File: src/rtl/secded_err_logger_if.sv
// secded_err_logger_if
// Handshake bundle between the SEC/DED decoder, the logging stage and the
// downstream consumer.
//   in_valid/in_ready : decoder result handshake
//   in_data           : corrected 16-bit word
//   in_sec/in_ded     : single-corrected / double-detected flags
//   in_addr           : word address (ADDR_W bits)
//   out_valid/out_ready : registered-word handshake toward the consumer
//   out_data/out_err  : registered word and its {ded, sec} flags
// master = decoder/consumer side, slave = the logging stage.
interface secded_err_logger_if #(
  parameter int ADDR_W = 12
);
  logic              in_valid;
  logic              in_ready;
  logic [15:0]       in_data;
  logic              in_sec;
  logic              in_ded;
  logic [ADDR_W-1:0] in_addr;
  logic              out_valid;
  logic              out_ready;
  logic [15:0]       out_data;
  logic [1:0]        out_err;

  modport master (
    output in_valid, in_data, in_sec, in_ded, in_addr, out_ready,
    input  in_ready, out_valid, out_data, out_err
  );

  modport slave (
    input  in_valid, in_data, in_sec, in_ded, in_addr, out_ready,
    output in_ready, out_valid, out_data, out_err
  );
endinterface

File: src/rtl/secded_err_logger.sv
// secded_err_logger
// Registered, flow-controlled output stage behind the combinational 16-bit
// SEC/DED decoder, with saturating error counters and first-DED capture.
// Ports:
//   clk      : rising-edge clock
//   rst_n    : asynchronous active-low reset
//   bus      : secded_err_logger_if.slave (input and output handshakes)
//   log_clr  : synchronous clear of counters and DED capture
//   sec_cnt  : saturating count of accepted SEC-only words
//   ded_cnt  : saturating count of accepted DED words
//   ded_seen : a DED has been accepted since reset/clear
//   ded_addr : address of the first DED accepted
// Build option: define SECDED_LOG_ADDR_EN to implement the ded_addr capture
// register; otherwise ded_addr is tied to zero and in_addr is ignored.
module secded_err_logger #(
  parameter int CNT_W  = 16,
  parameter int ADDR_W = 12
) (
  input  logic                 clk,
  input  logic                 rst_n,
  secded_err_logger_if.slave   bus,
  input  logic                 log_clr,
  output logic [CNT_W-1:0]     sec_cnt,
  output logic [CNT_W-1:0]     ded_cnt,
  output logic                 ded_seen,
  output logic [ADDR_W-1:0]    ded_addr
);

  localparam logic [CNT_W-1:0] CNT_MAX = '1;

  logic              out_valid_reg;
  logic [15:0]       out_data_reg;
  logic [1:0]        out_err_reg;
  logic [CNT_W-1:0]  sec_cnt_reg;
  logic [CNT_W-1:0]  ded_cnt_reg;
  logic              ded_seen_reg;
  logic              accept;

  // Ready passes straight through from the consumer so a full register can
  // be refilled in the same cycle it drains.
  assign bus.in_ready  = ~out_valid_reg | bus.out_ready;
  assign accept        = bus.in_valid & bus.in_ready;

  assign bus.out_valid = out_valid_reg;
  assign bus.out_data  = out_data_reg;
  assign bus.out_err   = out_err_reg;
  assign sec_cnt       = sec_cnt_reg;
  assign ded_cnt       = ded_cnt_reg;
  assign ded_seen      = ded_seen_reg;

  // Output register: data/err only change on accept, so they stay stable
  // while the consumer stalls.
  always_ff @(posedge clk or negedge rst_n) begin
    if (!rst_n) begin
      out_valid_reg <= 1'b0;
      out_data_reg  <= '0;
      out_err_reg   <= '0;
    end else if (accept) begin
      out_valid_reg <= 1'b1;
      out_data_reg  <= bus.in_data;
      // A word flagged both ways is treated as DED only.
      out_err_reg   <= {bus.in_ded, bus.in_sec & ~bus.in_ded};
    end else if (bus.out_ready) begin
      out_valid_reg <= 1'b0;
    end
  end

  // Error counters; a clear in the same cycle as a counted accept wins.
  always_ff @(posedge clk or negedge rst_n) begin
    if (!rst_n) begin
      sec_cnt_reg  <= '0;
      ded_cnt_reg  <= '0;
      ded_seen_reg <= 1'b0;
    end else if (log_clr) begin
      sec_cnt_reg  <= '0;
      ded_cnt_reg  <= '0;
      ded_seen_reg <= 1'b0;
    end else if (accept) begin
      if (bus.in_ded) begin
        if (ded_cnt_reg != CNT_MAX) ded_cnt_reg <= ded_cnt_reg + 1'b1;
        ded_seen_reg <= 1'b1;
      end else if (bus.in_sec) begin
        if (sec_cnt_reg != CNT_MAX) sec_cnt_reg <= sec_cnt_reg + 1'b1;
      end
    end
  end

`ifdef SECDED_LOG_ADDR_EN
  logic [ADDR_W-1:0] ded_addr_reg;

  // Only the first DED since reset/clear is captured; ded_seen gates later ones.
  always_ff @(posedge clk or negedge rst_n) begin
    if (!rst_n) begin
      ded_addr_reg <= '0;
    end else if (log_clr) begin
      ded_addr_reg <= '0;
    end else if (accept && bus.in_ded && !ded_seen_reg) begin
      ded_addr_reg <= bus.in_addr;
    end
  end

  assign ded_addr = ded_addr_reg;
`else
  // No capture register in this build; the address bus is intentionally unused.
  logic unused_addr;
  assign unused_addr = ^bus.in_addr;
  assign ded_addr    = '0;
`endif

endmodule

File: src/flat_wrapper.sv
// flat-port wrapper written by rule: the top's interface ports become plain ports
module secded_err_logger_flat 
#(
  parameter int CNT_W  = 16,
  parameter int ADDR_W = 12
)
  (clk, rst_n, log_clr, sec_cnt, ded_cnt, ded_seen, ded_addr, bus_in_valid, bus_in_data, bus_in_sec, bus_in_ded, bus_in_addr, bus_out_ready, bus_in_ready, bus_out_valid, bus_out_data, bus_out_err);
  secded_err_logger_if #(.ADDR_W(ADDR_W)) bus_i ();
  input  logic clk;
  input  logic rst_n;
  input  logic log_clr;
  output logic [CNT_W-1:0] sec_cnt;
  output logic [CNT_W-1:0] ded_cnt;
  output logic ded_seen;
  output logic [ADDR_W-1:0] ded_addr;
  input wire logic [$bits(bus_i.in_valid)-1:0] bus_in_valid;
  input wire logic [$bits(bus_i.in_data)-1:0] bus_in_data;
  input wire logic [$bits(bus_i.in_sec)-1:0] bus_in_sec;
  input wire logic [$bits(bus_i.in_ded)-1:0] bus_in_ded;
  input wire logic [$bits(bus_i.in_addr)-1:0] bus_in_addr;
  input wire logic [$bits(bus_i.out_ready)-1:0] bus_out_ready;
  output wire logic [$bits(bus_i.in_ready)-1:0] bus_in_ready;
  output wire logic [$bits(bus_i.out_valid)-1:0] bus_out_valid;
  output wire logic [$bits(bus_i.out_data)-1:0] bus_out_data;
  output wire logic [$bits(bus_i.out_err)-1:0] bus_out_err;
  assign bus_i.in_valid = bus_in_valid;
  assign bus_i.in_data = bus_in_data;
  assign bus_i.in_sec = bus_in_sec;
  assign bus_i.in_ded = bus_in_ded;
  assign bus_i.in_addr = bus_in_addr;
  assign bus_i.out_ready = bus_out_ready;
  assign bus_in_ready = bus_i.in_ready;
  assign bus_out_valid = bus_i.out_valid;
  assign bus_out_data = bus_i.out_data;
  assign bus_out_err = bus_i.out_err;
  secded_err_logger #(.CNT_W(CNT_W), .ADDR_W(ADDR_W)) u_core (.clk(clk), .rst_n(rst_n), .bus(bus_i), .log_clr(log_clr), .sec_cnt(sec_cnt), .ded_cnt(ded_cnt), .ded_seen(ded_seen), .ded_addr(ded_addr));
endmodule
File: config.mk
export PLATFORM = sky130hd
export DESIGN_NAME = secded_err_logger_flat
export DESIGN_NICKNAME = d
export VERILOG_FILES = /design/src/rtl/secded_err_logger_if.sv /design/src/rtl/secded_err_logger.sv /design/src/flat_wrapper.sv
export SDC_FILE = /design/constraint.sdc
export NUM_CORES = 1
export LEC_CHECK = 0
export ABC_CLOCK_PERIOD_IN_PS = 2600
export CORE_ASPECT_RATIO = 0.75
export CORE_MARGIN = 3
export CORE_UTILIZATION = 45
export CTS_BUF_LIST = sky130_fd_sc_hd__clkbuf_4 sky130_fd_sc_hd__clkbuf_8
export DETAILED_ROUTE_END_ITERATION = 10
export PLACE_DENSITY = 0.82
export SLEW_MARGIN = 20
export SYNTH_ARGS = -nofsm -noshare
export SYNTH_HDL_FRONTEND = slang
export SYNTH_SLANG_ARGS = --single-unit
File: constraint.sdc
create_clock -name clk -period 2.6 [get_ports clk]
set_clock_uncertainty 0.1 [all_clocks]
set_input_delay 0.39 -clock clk [delete_from_list [all_inputs] [get_ports clk]]
set_output_delay 0.39 -clock clk [all_outputs]
set_load 0.02 [all_outputs]
# Word-level counts from Yosys, hierarchy flattened
# Index checks and enable logic that the tools add are counted.
op_classes:
  n_addsub: 2
  n_mul: 0
  n_div: 0
  order_cmp: 0
  n_eq_ne: 3
  shifts: 0
  n_mux: 14
  n_bitwise: 5
  n_reduce_logical: 9
op_table:
  columns: ["cell", "count"]
  rows:
  - ["16-bit two-way mux", 9]
  - ["16-bit by 1-bit adder with 16-bit output (second input constant)", 2]
  - ["16-bit != test (second input constant)", 2]
  - ["2-bit nonzero test", 6]
  - ["1-bit two-way mux", 5]
  - ["4-bit AND reduction", 1]
  - ["3-bit AND reduction", 1]
  - ["1-bit bitwise AND", 2]
  - ["2-bit != test (second input constant)", 1]
  - ["1-bit NOT", 2]
  - ["2-bit AND reduction", 1]
  - ["1-bit OR", 1]
totals:
  ff_bits: 52
  latchBits: 0
  ramBits: 0
  rom_bits: 0
  in_bits: 35
  out_inout_bits: 65
  word_cells: 39
  mem_count: 0

# Depth between registers and ports, before layout
# Gate-level depths: netlist (run 1).
depth:
  word_depth: 6
  mapped_depth: 6
  mapped_depth_nobuf: 6

# Worst setup path before layout (run 1)
# OpenSTA, ideal clock, no wires.
synth_timing:
  kind: "reg2reg"
  from: "reg u_core.sec_cnt_reg[10], in the netlist u_core.sec_cnt[10]"
  to: "reg u_core.sec_cnt_reg[3], in the netlist u_core.sec_cnt[3]"
  setup_ns: 0.125
  arrival_time_ns: 1.823
  required_time_ns: 2.375
  path_slack_ns: 0.552
  stages_incl_launch_ff: 6
  path_buffers: 0
  synth_period_minus_slack_ns: 2.048
  path_cell_list: "dfrtp_1 > nand4_4 > nor4_4 > a21oi_2 > and4_4 > mux2_4"
synth_via:
  elab_chain_len: 3
synth_rtl:
  columns: ["item", "line", "source"]
  rows:
  - ["from (decl)", "secded_err_logger.sv:34", "logic [CNT_W-1:0] sec_cnt_reg;"]
  - ["from (signal assigned)", "secded_err_logger.sv:83", "if (sec_cnt_reg != CNT_MAX) sec_cnt_reg <= sec_cnt_reg + 1'b1;"]
  - ["16-bit != test", "secded_err_logger.sv:83", null]
  - ["2-bit nonzero test (no line)", null, null]
  - ["4-bit AND reduction (no line)", null, null]
# Every way passes these cells.
# A chain may end at the register's enable or synchronous reset.

# Worst setup path after layout (run 1)
layout_timing:
  from: "in bus_out_ready"
  to: "out bus_in_ready"
layout_via:
  elab_chain_len: 1
layout_rtl:
  columns: ["item", "line", "source"]
  rows:
  - ["from (decl)", "flat_wrapper.sv:21", "input wire logic [$bits(bus_i.out_ready)-1:0] bus_out_ready;"]
  - ["1-bit OR", "secded_err_logger.sv:41", "assign bus.in_ready = ~out_valid_reg | bus.out_ready;"]
  - ["to (decl)", "flat_wrapper.sv:22", "output wire logic [$bits(bus_i.in_ready)-1:0] bus_in_ready;"]
# Every way passes these cells.

==> results of run 1 <==
==> worst max-delay path by stage <==
stage	from	endpoint	slack, ns	depth (start not counted)
2_1_floorplan	u_core.sec_cnt[10]$_DFFE_PN0P_	u_core.sec_cnt[3]$_DFFE_PN0P_	0.55	5
3_3_place_gp	bus_out_ready	u_core.sec_cnt[8]$_DFFE_PN0P_	0.24	6
3_5_place_dp	bus_out_ready	u_core.ded_cnt[14]$_DFFE_PN0P_	0.24	6
4_1_cts	bus_out_ready	bus_in_ready	0.21	3
5_1_grt	bus_out_ready	bus_in_ready	0.14	3
6_report	bus_out_ready	bus_in_ready	0.22	3
==> what timing repair did <==
action,in CTS,in global routing
resized for setup,0,0
hold buffers,1,0
endpoints found under the hold margin,17,0
==> layout make-up <==
| class | count | share of cell area |
|---|---|---|
| timing repair buffer | 82 | 0.228 |
| clock inverter | 2 | 0.00996 |
| clock buffer | 6 | 0.0217 |
| inverter | 6 | 0.00640 |
| sequential | 52 | 0.370 |
| multi-input combinational | 181 | 0.338 |
| tap | 75 | 0.0267 |
==> per-layer routing <==
| metal | GRT usage | vias up | routed length (µm) |
|---|---|---|---|
| met2 | 0.284 | 91 | 2580 |
| met5 | 0 | - | 0 |
| met4 | 0.0288 | 0 | 22 |
| li1 | - | 999 | - |
| met3 | 0.0892 | 2 | 729 |
| met1 | 0.247 | 979 | 2510 |
==> placed cells by master (no fill, tap or decap), types with 2 or more instances in the layout <==
master and n:
clkbuf_8 5, nand4_1 5, nor4_1 9, inv_1 6, mux2i_1 2, nor2b_1 3, conb_1 12, and3_1 2
a211oi_1 5, nor3_1 5, nor2_1 35, dfrtp_1 52, a311oi_1 2, nand2_1 20, ha_1 2, nand3_1 10
clkdlybuf4s50_1 74, nand2b_1 3, mux2_2 17, a21oi_1 5, and4_1 4, xnor2_1 26, buf_4 6
==> through the flow <==
step	setup WS, ns	total power [W]	utilization	hold WS (ns)
floorplan	0.552	0.00105	-	-0.00559
global placement	0.242	0.00119	0.621	0.236
detailed placement	0.240	0.00120	0.621	0.243
CTS	0.212	0.00177	0.643	0.407
global route	0.144	0.00183	0.643	0.418
finish	0.223	0.00175	0.643	0.399
==> power groups by stage <==
stage               clock network [W]  logic [W]  registers, W
floorplan                           0  0.0000993      0.000948
global placement                    0   0.000304      0.000890
detailed placement                  0   0.000309      0.000893
CTS                          0.000575   0.000312      0.000879
global route                 0.000612   0.000330      0.000885
finish                       0.000560   0.000307      0.000879
==> cells by family after synthesis <==
family / Yosys count
AO/OA/AOI/OAI: 18
buffers and inverters: 27
multiplexers: 20
XOR/XNOR: 26
adder cells (fa/ha/maj): 2
other: 1
flip-flops: 52
AND/OR/NAND/NOR: 103
==> critical path: cells and delay by family <==
kind	cells	cell delay [ns]
buffers and inverters	2	1.17
AND/OR/NAND/NOR	1	0.33
==> impl_metrics.tcl, run 1 <==
set metrics [dict create \
    post-dp-hpwl_mm 4.26 \
    reg2reg_slack_ns 0.53 \
    min_path_type "flop to flop" \
    p_comb_frac 0.176 \
    ys.flop_type "dfrtp_1" \
    worst_pin_slew_ns 0.626 \
    grt_pass1_vias 2044 \
    post-place-cells 395 \
    final_cell_area_um2 3520 \
    cpMostUsedCell "clkdlybuf4s50_1" \
    synth-seq-cells 52 \
    multiInputGateArea_um2 1190 \
    period_needed_ns 2.38 \
    drt-initial-drc-count 86 \
    synth_area_per_cell_um2 10.4 \
    rows 23 \
    setup_violations 0 \
    die_area_um2 6730 \
    async_flop_share 1.00 \
    syn_area_um2 2600 \
    cp-end-kind "primary output" \
    synthMuxAreaShare 0.0872 \
    crit_slowest_cell "clkdlybuf4s50_1" \
    final_cells 404 \
    dr.pass1.iters 4 \
    cts_max_level 2 \
    worstPathCellList "clkdlybuf4s50_1 > nand2b_1 > clkdlybuf4s50_1" \
    setup-tns-final_ns 0 \
    whs_endpoint "u_core.bus.out_err[0]$_DFFE_PN0P_" \
    cts_setup_buffers 0 \
    status "completed" \
    maxSlewViolCount 0 \
    internal_power_w 0.00130 \
    clock.fmax_mhz 421 \
    holdCritStartpoint "u_core.bus.out_err[0]$_DFFE_PN0P_" \
    grt_overflow 0 \
    sw_frac_of_total 0.255 \
    drcViolationCount 0 \
    routed_wl_mm 5.84 \
    die_h_um 71.8 \
    num_io_pins 100 \
    critPathMaxStageDelay_ns 0.70 \
    arrival_ns 1.89 \
    core-area_um2 5470 \
    synthAdderAreaFrac 0.00963 \
    root_buffer "clkbuf_8" \
    worstSetupPathType "primary input to primary output" \
    powerDensity_nw_per_um2 497 \
    initial_core_util 0.475 \
    place_area_um2 3400 \
    r2r-start "u_core.sec_cnt[10]$_DFFE_PN0P_" \
    clkLatencyLatePin_ns 0.30 \
    clk_pin_slew_ns 0.09 \
    rsz0062_at_grt "no" \
    ant_nets 0 \
    n_fill_cell 430 \
    ys_types 37 \
    die_width_um 93.7 \
    min_period_over_period 0.914 \
    whs_path_depth 2 \
    grt_pass1_wl_mm 9.95 \
    cts_buffers 5 \
    grt_start_max_net_pins 25 \
    max-vdd-ir-drop_uv 419 \
    nets 365 \
    worstSetupStartpointType "primary input" \
    routed_via_density 5.13 \
    yosys.area.top_type_share 0.501 \
    timing.slew.headroom 0.579 \
    clock-sinks 52 \
    vias 2071 \
    switchingPower_w 0.000446 \
    synth_edf_count 0 \
    gp_congestion 0.744 \
    yosys.area_share.simple 0.206 \
    grtUsageTotal 0.186 \
    drive_gt1_frac 0.119 \
    hold_violations 0 \
    synth_top_family_by_area "simple AND/OR/NAND/NOR gates" \
    required_ns 2.11 \
    synth.most_common_cell "dfrtp_1" \
    synth_commonest_cells "52 x dfrtp_1, 35 x nor2_1, 26 x xnor2_1, 20 x nand2_1, 17 x mux2_2" \
    antenna_found_initial 0 \
    synth.area.top_cells "dfrtp_1 50%, xnor2_1 8.8%, mux2_2 7.4%" \
    clock_power_share 0.321 \
    synth_top_area_cell "dfrtp_1" \
    synth-compound-area-share 0.0491 \
    syn2layout_area_growth_pct 35.4 \
    clock_path_buffers 2 \
    r2r-end "u_core.sec_cnt[9]$_DFFE_PN0P_" \
    synth_cells 249 \
    maxCapViolCount 0 \
    antenna_cells 0 \
    ys_seq_area_frac 0.501 \
    wl_per_cell_um 14.5 \
    ff_latch_area_um2 1300 \
    tritoncts "done" \
    reg2reg_depth 6 \
    p_leak_nw 1.40 \
    worstPathMaxFanout 9 \
    yosys_warnings 0 \
    seqPwrFrac 0.503 \
    io_buffers 75 \
    synth-xor-area-share 0.0877 \
]
Power figures use the tool's default switching activity.
==> inputs of run 2 (changes only) <==
--- a/config.mk
+++ b/config.mk
@@ -7,7 +7,6 @@
 export LEC_CHECK = 0
 export ABC_CLOCK_PERIOD_IN_PS = 2600
 export CORE_ASPECT_RATIO = 0.75
-export CORE_MARGIN = 3
 export CORE_UTILIZATION = 45
 export CTS_BUF_LIST = sky130_fd_sc_hd__clkbuf_4 sky130_fd_sc_hd__clkbuf_8
 export DETAILED_ROUTE_END_ITERATION = 10
==> run 2 against run 1 <==
Worst setup slack better by 0.040 ns. Critical path depth stayed put. Worst hold slack better by 0.012 ns. Register-to-register slack got worse by 0.07 ns. Global-route usage increased by 0.55 points. Non-clock buffer count is 1 higher. Power decreased by 0.33%. Count of clock-buffer cells in the layout shrank 1. Sequential share of layout area down 0.079 points.
==> impl_metrics.tcl, run 2 (synthesis results as in run 1) <==
set metrics [dict create \
    grt_pass1_wl_mm 8.96 \
    clock_power_share 0.319 \
    final_cells 405 \
    cts_max_level 2 \
    rows 23 \
    antenna_cells 0 \
    clock_path_buffers 2 \
    sw_frac_of_total 0.259 \
    setup-tns-final_ns 0 \
    cp-end-kind "primary output" \
    die_width_um 89.7 \
    cts_setup_buffers 0 \
    place_area_um2 3400 \
    final_cell_mix "74 x clkdlybuf4s50_1, 52 x dfrtp_1, 35 x nor2_1, 26 x xnor2_1, 20 x nand2_1" \
    switchingPower_w 0.000451 \
    maxCapViolCount 0 \
    rsz0062_at_grt "no" \
    final_common_cell "clkdlybuf4s50_1" \
    required_ns 2.11 \
    hold_violations 0 \
    io_buffers 75 \
    num_io_pins 100 \
    seqPwrFrac 0.505 \
    startpoint "bus_out_ready" \
    clock.fmax_mhz 428 \
    min_path_type "flop to flop" \
    maxSlewViolCount 0 \
    die_h_um 67.8 \
    grt_overflow 0 \
    setup_violations 0 \
    vias 2039 \
    root_buffer "clkbuf_8" \
    post-place-cells 396 \
    post-dp-hpwl_mm 4.22 \
    holdCritStartpoint "u_core.bus.out_data[14]$_DFFE_PN0P_" \
    status "completed" \
    worstPathMaxFanout 9 \
    worstSetupPathType "primary input to primary output" \
    final_cell_area_um2 3520 \
    worst_pin_slew_ns 0.527 \
    timing.slew.headroom 0.646 \
    core-area_um2 5440 \
    drt-initial-drc-count 130 \
    syn2layout_area_growth_pct 35.7 \
    arrival_ns 1.85 \
    powerDensity_nw_per_um2 494 \
    max-vdd-ir-drop_uv 426 \
    internal_power_w 0.00129 \
    gp_congestion 0.813 \
    clkLatencyLatePin_ns 0.30 \
    nets 366 \
    p_comb_frac 0.176 \
    min_period_over_period 0.899 \
    post_cts_resized 0 \
    die_area_um2 6080 \
    antenna_found_initial 0 \
    initial_core_util 0.478 \
    tritoncts "done" \
    holdWs_ns 0.410 \
    drive_gt1_frac 0.121 \
    drcViolationCount 0 \
    holdBufCountCts 1 \
    routed_via_density 5.03 \
    dr.pass1.iters 4 \
    worstSetupStartpointType "primary input" \
    routed_wl_mm 5.72 \
    clock-sinks 52 \
    r2r-start "u_core.sec_cnt[0]$_DFFE_PN0P_" \
    period_needed_ns 2.34 \
    cts_buffers 5 \
    wl_per_cell_um 14.1 \
    grt_pass1_vias 1849 \
    grtUsageTotal 0.192 \
    grt_start_max_net_pins 24 \
    ant_nets 0 \
    clk_pin_slew_ns 0.09 \
    p_leak_nw 1.40 \
]
-- run 2: changes by cell type in the layout (fill, tap and decap cells not counted), sizes merged --
cell,previous run,this run
buf,7,8
clkbuf,6,5
clkinvlp,0,1
-- run 2: layout make-up --
class / count / area (µm²)
tap: 75 / 93.8
multi-input combinational: 181 / 1190
timing repair buffer: 83 / 808
clock inverter: 3 / 42.5
fill: 433 / 1910
clock buffer: 5 / 68.8
sequential: 52 / 1300
inverter: 6 / 22.5
-- run 2: per-layer routing --
layer / part of all wire / wire length, µm / global-route usage / vias to the layer above
li1: - / - / - / 996
met1: 0.46 / 2620 / 0.251 / 964
met5: 0 / 0 / 0 / -
met2: 0.44 / 2500 / 0.288 / 74
met4: 0.0089 / 51 / 0.0635 / 0
met3: 0.096 / 549 / 0.0800 / 5
-- run 2: final timing paths --
| path | end | slack (ns) | depth (start not counted) |
|---|---|---|---|
| min in group asynchronous | u_core.ded_cnt[3]$_DFFE_PN0P_ | 0.46 | 2 |
| setup / recovery | bus_in_ready | 0.26 | 3 |
| max in group asynchronous | u_core.bus.out_data[14]$_DFFE_PN0P_ | 1.29 | 3 |
| hold reg to reg | u_core.bus.out_data[14]$_DFFE_PN0P_ | 0.41 | 1 |
| hold / removal | u_core.bus.out_data[14]$_DFFE_PN0P_ | 0.41 | 1 |
| setup reg to reg | u_core.sec_cnt[9]$_DFFE_PN0P_ | 0.46 | 7 |
-- run 2: power groups by stage --
| stage | clock network, W | logic [W] | registers [W] |
|---|---|---|---|
| after floorplan | 0 | 0.0000993 | 0.000948 |
| after global placement | 0 | 0.000302 | 0.000890 |
| after detailed placement | 0 | 0.000306 | 0.000895 |
| after CTS | 0.000569 | 0.000309 | 0.000879 |
| after global routing | 0.000598 | 0.000327 | 0.000884 |
| final | 0.000556 | 0.000306 | 0.000879 |
-- run 2: worst max-delay path, cell delays in order --
cell,delay (ns)
clkdlybuf4s50_1,0.45
nand2b_1,0.31
clkdlybuf4s50_1,0.69
-- run 2: per-stage QoR --
step,utilization,worst slack (ns),total power (W)
2_1_floorplan,-,0.552,0.00105
3_3_place_gp,0.626,0.225,0.00119
3_5_place_dp,0.626,0.168,0.00120
4_1_cts,0.648,0.250,0.00176
5_1_grt,0.648,0.202,0.00181
6_report,0.648,0.263,0.00174
